## config.mk

```make
export PLATFORM = sky130hd
export DESIGN_NAME = score_display_scan
export DESIGN_NICKNAME = d
export VERILOG_FILES = /design/src/rtl/score_display_scan_pkg.sv /design/src/rtl/score_display_scan_bcd_to_seg7.sv /design/src/rtl/score_display_scan.sv
export SDC_FILE = /design/constraint.sdc
export NUM_CORES = 1
export LEC_CHECK = 0
export BUFFER_PORTS_ARGS = -buffer_cell sky130_fd_sc_hd__buf_4
export CORE_MARGIN = 3
export CORE_UTILIZATION = 50
export DETAILED_ROUTE_END_ITERATION = 8
export GPL_TIMING_DRIVEN = 0
export PLACE_DENSITY = 0.75
export SYNTH_ARGS = -nofsm -noshare
export SYNTH_HDL_FRONTEND = slang
export SYNTH_SLANG_ARGS = --single-unit
```

## constraint.sdc

```tcl
create_clock -name clk -period 2.6 [get_ports clk]
set_clock_uncertainty 0.15 [all_clocks]
set_input_delay 0.52 -clock clk [delete_from_list [all_inputs] [get_ports clk]]
set_output_delay 0.52 -clock clk [all_outputs]
set_load 0.02 [all_outputs]
```

## src/rtl/score_display_scan_pkg.sv

```systemverilog
// Shared types and segment constants for the score display scanner.
// Segment bit order is {g,f,e,d,c,b,a}, active-high.
package score_disp_pkg;

  typedef enum logic {S_BLANK, S_LIT} scan_state_t;

  typedef enum logic [1:0] {D_ONES, D_TENS, D_HUNDREDS} digit_sel_t;

  localparam logic [6:0] SEG_DASH = 7'b1000000;
  localparam logic [6:0] SEG_OFF  = 7'b0000000;

  // Entry N holds the pattern for digit N (entry 9 is the leftmost element).
  localparam logic [9:0][6:0] SEG7_TABLE = {
    7'h6F, 7'h7F, 7'h07, 7'h7D, 7'h6D,
    7'h66, 7'h4F, 7'h5B, 7'h06, 7'h3F
  };

  function automatic logic [2:0] digit_onehot(digit_sel_t d);
    case (d)
      D_TENS:     return 3'b010;
      D_HUNDREDS: return 3'b100;
      default:    return 3'b001;
    endcase
  endfunction

endpackage

```

## src/rtl/score_display_scan_bcd_to_seg7.sv

```systemverilog
// Combinational BCD to 7-segment decoder; codes above 9 show a dash.
module bcd_to_seg7
  import score_disp_pkg::*;
(
  input  logic [3:0] bcd,
  output logic [6:0] seg
);

  always_comb begin
    seg = SEG_DASH;
    if (bcd <= 4'd9) seg = SEG7_TABLE[bcd];
  end

endmodule

```

## src/rtl/score_display_scan.sv

```systemverilog
// Time-multiplexed 3-digit score display with frame-aligned snapshots and dead time.
// Optional blinking of the high-score display is enabled by defining SCORE_DISP_BLINK_EN.
module score_display_scan
  import score_disp_pkg::*;
#(
  parameter int DIGIT_CYCLES = 1000,
  parameter int BLANK_CYCLES = 16,
  parameter int BLINK_FRAMES = 64
) (
  input  logic       clk,
  input  logic       rst,
  input  logic [3:0] bcd_ones,
  input  logic [3:0] bcd_tens,
  input  logic [3:0] bcd_hundreds,
  input  logic       isGameComplete,
  output logic [6:0] seg,
  output logic [2:0] an,
  output logic       frame_done
);

  localparam int MAX_CYC = (DIGIT_CYCLES > BLANK_CYCLES) ? DIGIT_CYCLES : BLANK_CYCLES;
  localparam int TW      = $clog2(MAX_CYC + 1);
  localparam logic [TW-1:0] DIGIT_LAST = TW'(DIGIT_CYCLES - 1);
  localparam logic [TW-1:0] BLANK_LAST = TW'(BLANK_CYCLES - 1);

  scan_state_t   state, next_state;
  digit_sel_t    digit, next_digit;
  logic [TW-1:0] timer;
  logic [3:0]    snap_ones, snap_tens, snap_hund;
  logic [3:0]    sel_bcd;
  logic [6:0]    sel_seg, seg_nxt;
  logic [2:0]    an_nxt;
  logic          load_snap, show_digit, disp_on;

  always_ff @(posedge clk) begin
    if (rst) begin
      state <= S_BLANK;
      digit <= D_ONES;
      timer <= '0;
    end else begin
      state <= next_state;
      digit <= next_digit;
      timer <= (next_state != state) ? '0 : timer + 1'b1;
    end
  end

  always_comb begin
    next_state = state;
    next_digit = digit;
    if (state == S_BLANK) begin
      if (timer == BLANK_LAST) next_state = S_LIT;
    end else if (timer == DIGIT_LAST) begin
      next_state = S_BLANK;
      case (digit)
        D_ONES:  next_digit = D_TENS;
        D_TENS:  next_digit = D_HUNDREDS;
        default: next_digit = D_ONES;
      endcase
    end
  end

  assign load_snap = (state == S_LIT) && (digit == D_HUNDREDS) && (timer == DIGIT_LAST);

  // Leading zeros are suppressed; any non-zero code (including invalid ones) keeps lower digits lit.
  always_comb begin
    case (digit)
      D_TENS: begin
        sel_bcd    = snap_tens;
        show_digit = (snap_hund != 4'd0) || (snap_tens != 4'd0);
      end
      D_HUNDREDS: begin
        sel_bcd    = snap_hund;
        show_digit = (snap_hund != 4'd0);
      end
      default: begin
        sel_bcd    = snap_ones;
        show_digit = 1'b1;
      end
    endcase
    an_nxt  = '0;
    seg_nxt = SEG_OFF;
    if ((next_state == S_LIT) && show_digit && disp_on) begin
      an_nxt  = digit_onehot(digit);
      seg_nxt = sel_seg;
    end
  end

  bcd_to_seg7 u_dec (
    .bcd(sel_bcd),
    .seg(sel_seg)
  );

  always_ff @(posedge clk) begin
    if (rst) begin
      seg        <= SEG_OFF;
      an         <= '0;
      frame_done <= 1'b0;
      snap_ones  <= '0;
      snap_tens  <= '0;
      snap_hund  <= '0;
    end else begin
      seg        <= seg_nxt;
      an         <= an_nxt;
      frame_done <= load_snap;
      if (load_snap) begin
        snap_ones <= bcd_ones;
        snap_tens <= bcd_tens;
        snap_hund <= bcd_hundreds;
      end
    end
  end

`ifdef SCORE_DISP_BLINK_EN
  localparam int BW = $clog2(BLINK_FRAMES + 1);
  logic [BW-1:0] blink_cnt;
  logic          blink_on;

  // The phase for the coming frame is decided at the same edge that snapshots isGameComplete.
  always_ff @(posedge clk) begin
    if (rst) begin
      blink_cnt <= '0;
      blink_on  <= 1'b1;
    end else if (load_snap) begin
      if (!isGameComplete) begin
        blink_cnt <= '0;
        blink_on  <= 1'b1;
      end else if (blink_cnt == BW'(BLINK_FRAMES - 1)) begin
        blink_cnt <= '0;
        blink_on  <= ~blink_on;
      end else begin
        blink_cnt <= blink_cnt + 1'b1;
      end
    end
  end

  assign disp_on = blink_on;
`else
  localparam int unused_blink_frames = BLINK_FRAMES;
  logic unused_game_complete;
  assign unused_game_complete = isGameComplete;
  assign disp_on = 1'b1;
`endif

endmodule

```

==> summary.md <==
| Metric | Value |
|---|---|
| Status | `finished clean` |
| Clock-pin slew on the worst setup and hold paths | `roughly 0.10 ns` |
| Yosys warning count | `0` |
| WL/cell | `roughly 13 um` |
| I/O Buffers | `23` |
| Clock Power Share | `0.340` |
| Starting Density | `0.530` |
| Post-route clock period utilization | `0.957` |
| Vias in the first global route | `1,237` |
| Worst-Margin Slew | `0.688 ns` |
| Critical Path RT | `roughly 2.7 ns` |
| CTS buffer count | `5` |
| Clk sinks | `36` |
| # H-tree levels | `2` |
| Core area | `between 0.003 and 0.004 sq mm` |
| Fmax | `between 0.4 and 0.5 GHz` |
| Later-pin clock latency in the skew report | `0.33 ns` |
| Setup_tns | `0 ns` |
| ANT nets after route | `0` |
| Post-synthesis area per instance | `approximately 9 sq um` |
| Slew margin rel. | `0.540` |
| Placer congestion estimate | `0.872` |
| DRC viols | `0` |
| Share of layout cells above drive strength 1 | `0.200` |
| Final setup viols | `0` |
| Syn-to-layout area delta | `22.9%` |
| Int Pwr | `0.705 mW` |
| Io pins | `26` |
| Largest buffer count on any clock path | `2` |
| Worst Setup Start Kind | `register` |
| Global-route wire length before repair | `~5400 um` |
| Setup crit end kind | `register` |
| CTS tree | `built` |
| Die X | `between 60 and 70 um` |
| Worst Path Max Fanout | `9` |
| TritonRoute pass-1 iters | `4` |
| Rows | `20` |
| Cell variety after synth | `36` |
| Total GRT Usage | `0.166` |
| Number of diodes | `0` |
| Final instance area | `0.00201 sq mm` |
| Pin count of the biggest net entering global routing | `14` |
| Final Max Slew Viols | `0` |
| Static leakage | `0.729 nW` |
| HP Class | `input port to register` |
| Cell Area, Synth | `0.00163 sq mm` |
| Initial DRC count | `68` |
| Setup WS pre-CTS | `-0.252 ns` |
| Vias per cell | `between 5 and 6` |
| Main synth FF type | `dfxtp_1` |
| Clock Root Buffer | `clkbuf_4` |
| Total number of vias | `between 1,000 and 1,500` |
| Maximum vdd drop | `0.000288 V` |
| Setup CP Type | `register to register` |
| Pwr Total | `0.891 mW` |
| Die H | `63.1 um` |
| P_sw | `~0.19 mW` |
| Tmin final | `2.49 ns` |
| Aggregate global routing overflow | `0` |
| Yosys reg bits | `36` |
| Max-Cap Viols | `0` |
| Dpl cell area | `0.00187 sq mm` |
| Initial antenna violation count | `0` |
| P per Cell Area | `444 mW/mm^2` |
| Final Hold Viols | `0` |
| Detailed Place HPWL | `2320 um` |
| Setup WS post-layout | `0.113 ns` |
| Post-CTS Hold Buffers | `0` |
| Die area | `approximately 0.0040 sq mm` |
| Flop pwr share | `0.627` |
| Asr flop ratio synth | `0` |
| Final net count | `245` |
| Combinational power share | `0.033` |
| Post-synthesis sequential area ratio | `0.441` |
| Post-synthesis cell count | `about 190` |
| Number of enable flip-flop cells after synthesis | `0` |
| Switching Fraction | `0.209` |
| Post-Syn Nets | `211` |
| Crit path arrival time | `around 2.5 ns` |
| Post-Route WL | `around 3300 um` |
-- repair_timing --
action | CTS | global route
cloned | 0 | 0
pin swaps | 0 | 2
resized for setup | 3 | 4
endpoints found under the setup margin | 6 | 6
setup buffers | 0 | 5
-- worst max-delay path, cell delays in order, from the launching register on --
cell and delay [ns]:
dfxtp_2 0.35, inv_1 0.14, ha_1 0.17, buf_2 0.19, a22o_1 0.20, mux2i_4 0.08, buf_4 0.15, ha_1 0.25
or2_2 0.32, a21oi_4 0.26, a2111oi_4 0.09
-- cell families (layout without fill, tap and decap cells) --
group	count (synthesis)	in the layout	share of synthesized area
AND/OR/NAND/NOR	78	78	0.232
flip-flops	36	36	0.441
AO/OA/AOI/OAI	35	35	0.147
buffers and inverters	14	49	0.0337
adder cells (fa/ha/maj)	11	11	0.0843
XOR/XNOR	8	8	0.0429
multiplexers	3	3	0.0184
-- cells in the mapped netlist (4+ instances only) --
library cell,instances,share of area
a21oi_1,17,0.052
clkbuf_1,4,0.0092
dfxtp_1,36,0.44
ha_1,11,0.084
inv_1,6,0.014
nand2_1,18,0.041
nand3_1,14,0.043
nor2_1,20,0.046
nor3_1,7,0.021
nor4_1,5,0.019
xnor2_1,7,0.038
-- path summary, 6_finish.rpt --
path                    from  slack [ns]  depth (start not counted)            to
min reg2reg         timer[0]        0.31                          1      timer[0]
min          bcd_hundreds[3]        0.29                          3  snap_hund[3]
max reg2reg         digit[0]        0.11                         10        seg[0]
max                 digit[0]        0.11                         10        seg[0]
-- through the flow --
step,std cells,utilization,hold WS (ns)
5_1_grt,264,0.652,0.273
4_1_cts,259,0.629,0.282
3_3_place_gp,252,0.607,0.280
2_1_floorplan,185,-,0.268
6_report,264,0.652,0.292
3_5_place_dp,252,0.607,0.290
-- routing by layer --
layer,GRT usage,routed length [um],vias to the layer above
met5,0,0,-
met4,0.0744,55,0
met3,0.0446,185,6
met2,0.246,1450,41
met1,0.224,1630,632
li1,-,-,725
-- placed cells by master, fill, tap and decap left out, drive strengths merged, types with 3 or more instances in the layout --
cell,synthesis,layout
or4,3,3
nand2,18,18
a22oi,3,3
nand3,14,14
inv,6,6
buf,4,31
nor3,8,8
clkbuf,4,12
a311oi,3,3
nor2,20,20
nor4,5,5
dfxtp,36,36
ha,11,11
xnor2,7,7
mux2i,3,3
a21oi,17,17
-- power groups by stage --
| stage | Clock [mW] | Combinational [mW] | Sequential (mW) |
|---|---|---|---|
| global route | 0.334 | 0.0323 | 0.560 |
| global placement | 0 | 0.0289 | 0.571 |
| floorplan | 0 | 0.0127 | 0.571 |
| finish | 0.303 | 0.0295 | 0.559 |
| CTS | 0.312 | 0.0298 | 0.559 |
| detailed placement | 0 | 0.0296 | 0.571 |
-- flip-flops by register name, summed over array words and instances, names as in the netlist --
signal      count
snap_hund       4
state           1
frame_done      1
timer          10
snap_tens       4
snap_ones       4
digit           2
seg             7
an              3
-- cell type report --
cell class | instances | area, sq um
fill | 272 | 1070
multi-input combinational | 135 | 910
sequential | 36 | 722
timing repair buffer | 28 | 210
clock buffer | 8 | 58.8
tap | 44 | 55.1
buffer | 7 | 28.8
inverter | 6 | 22.5
Note: power is estimated with default switching activity, not from simulation.
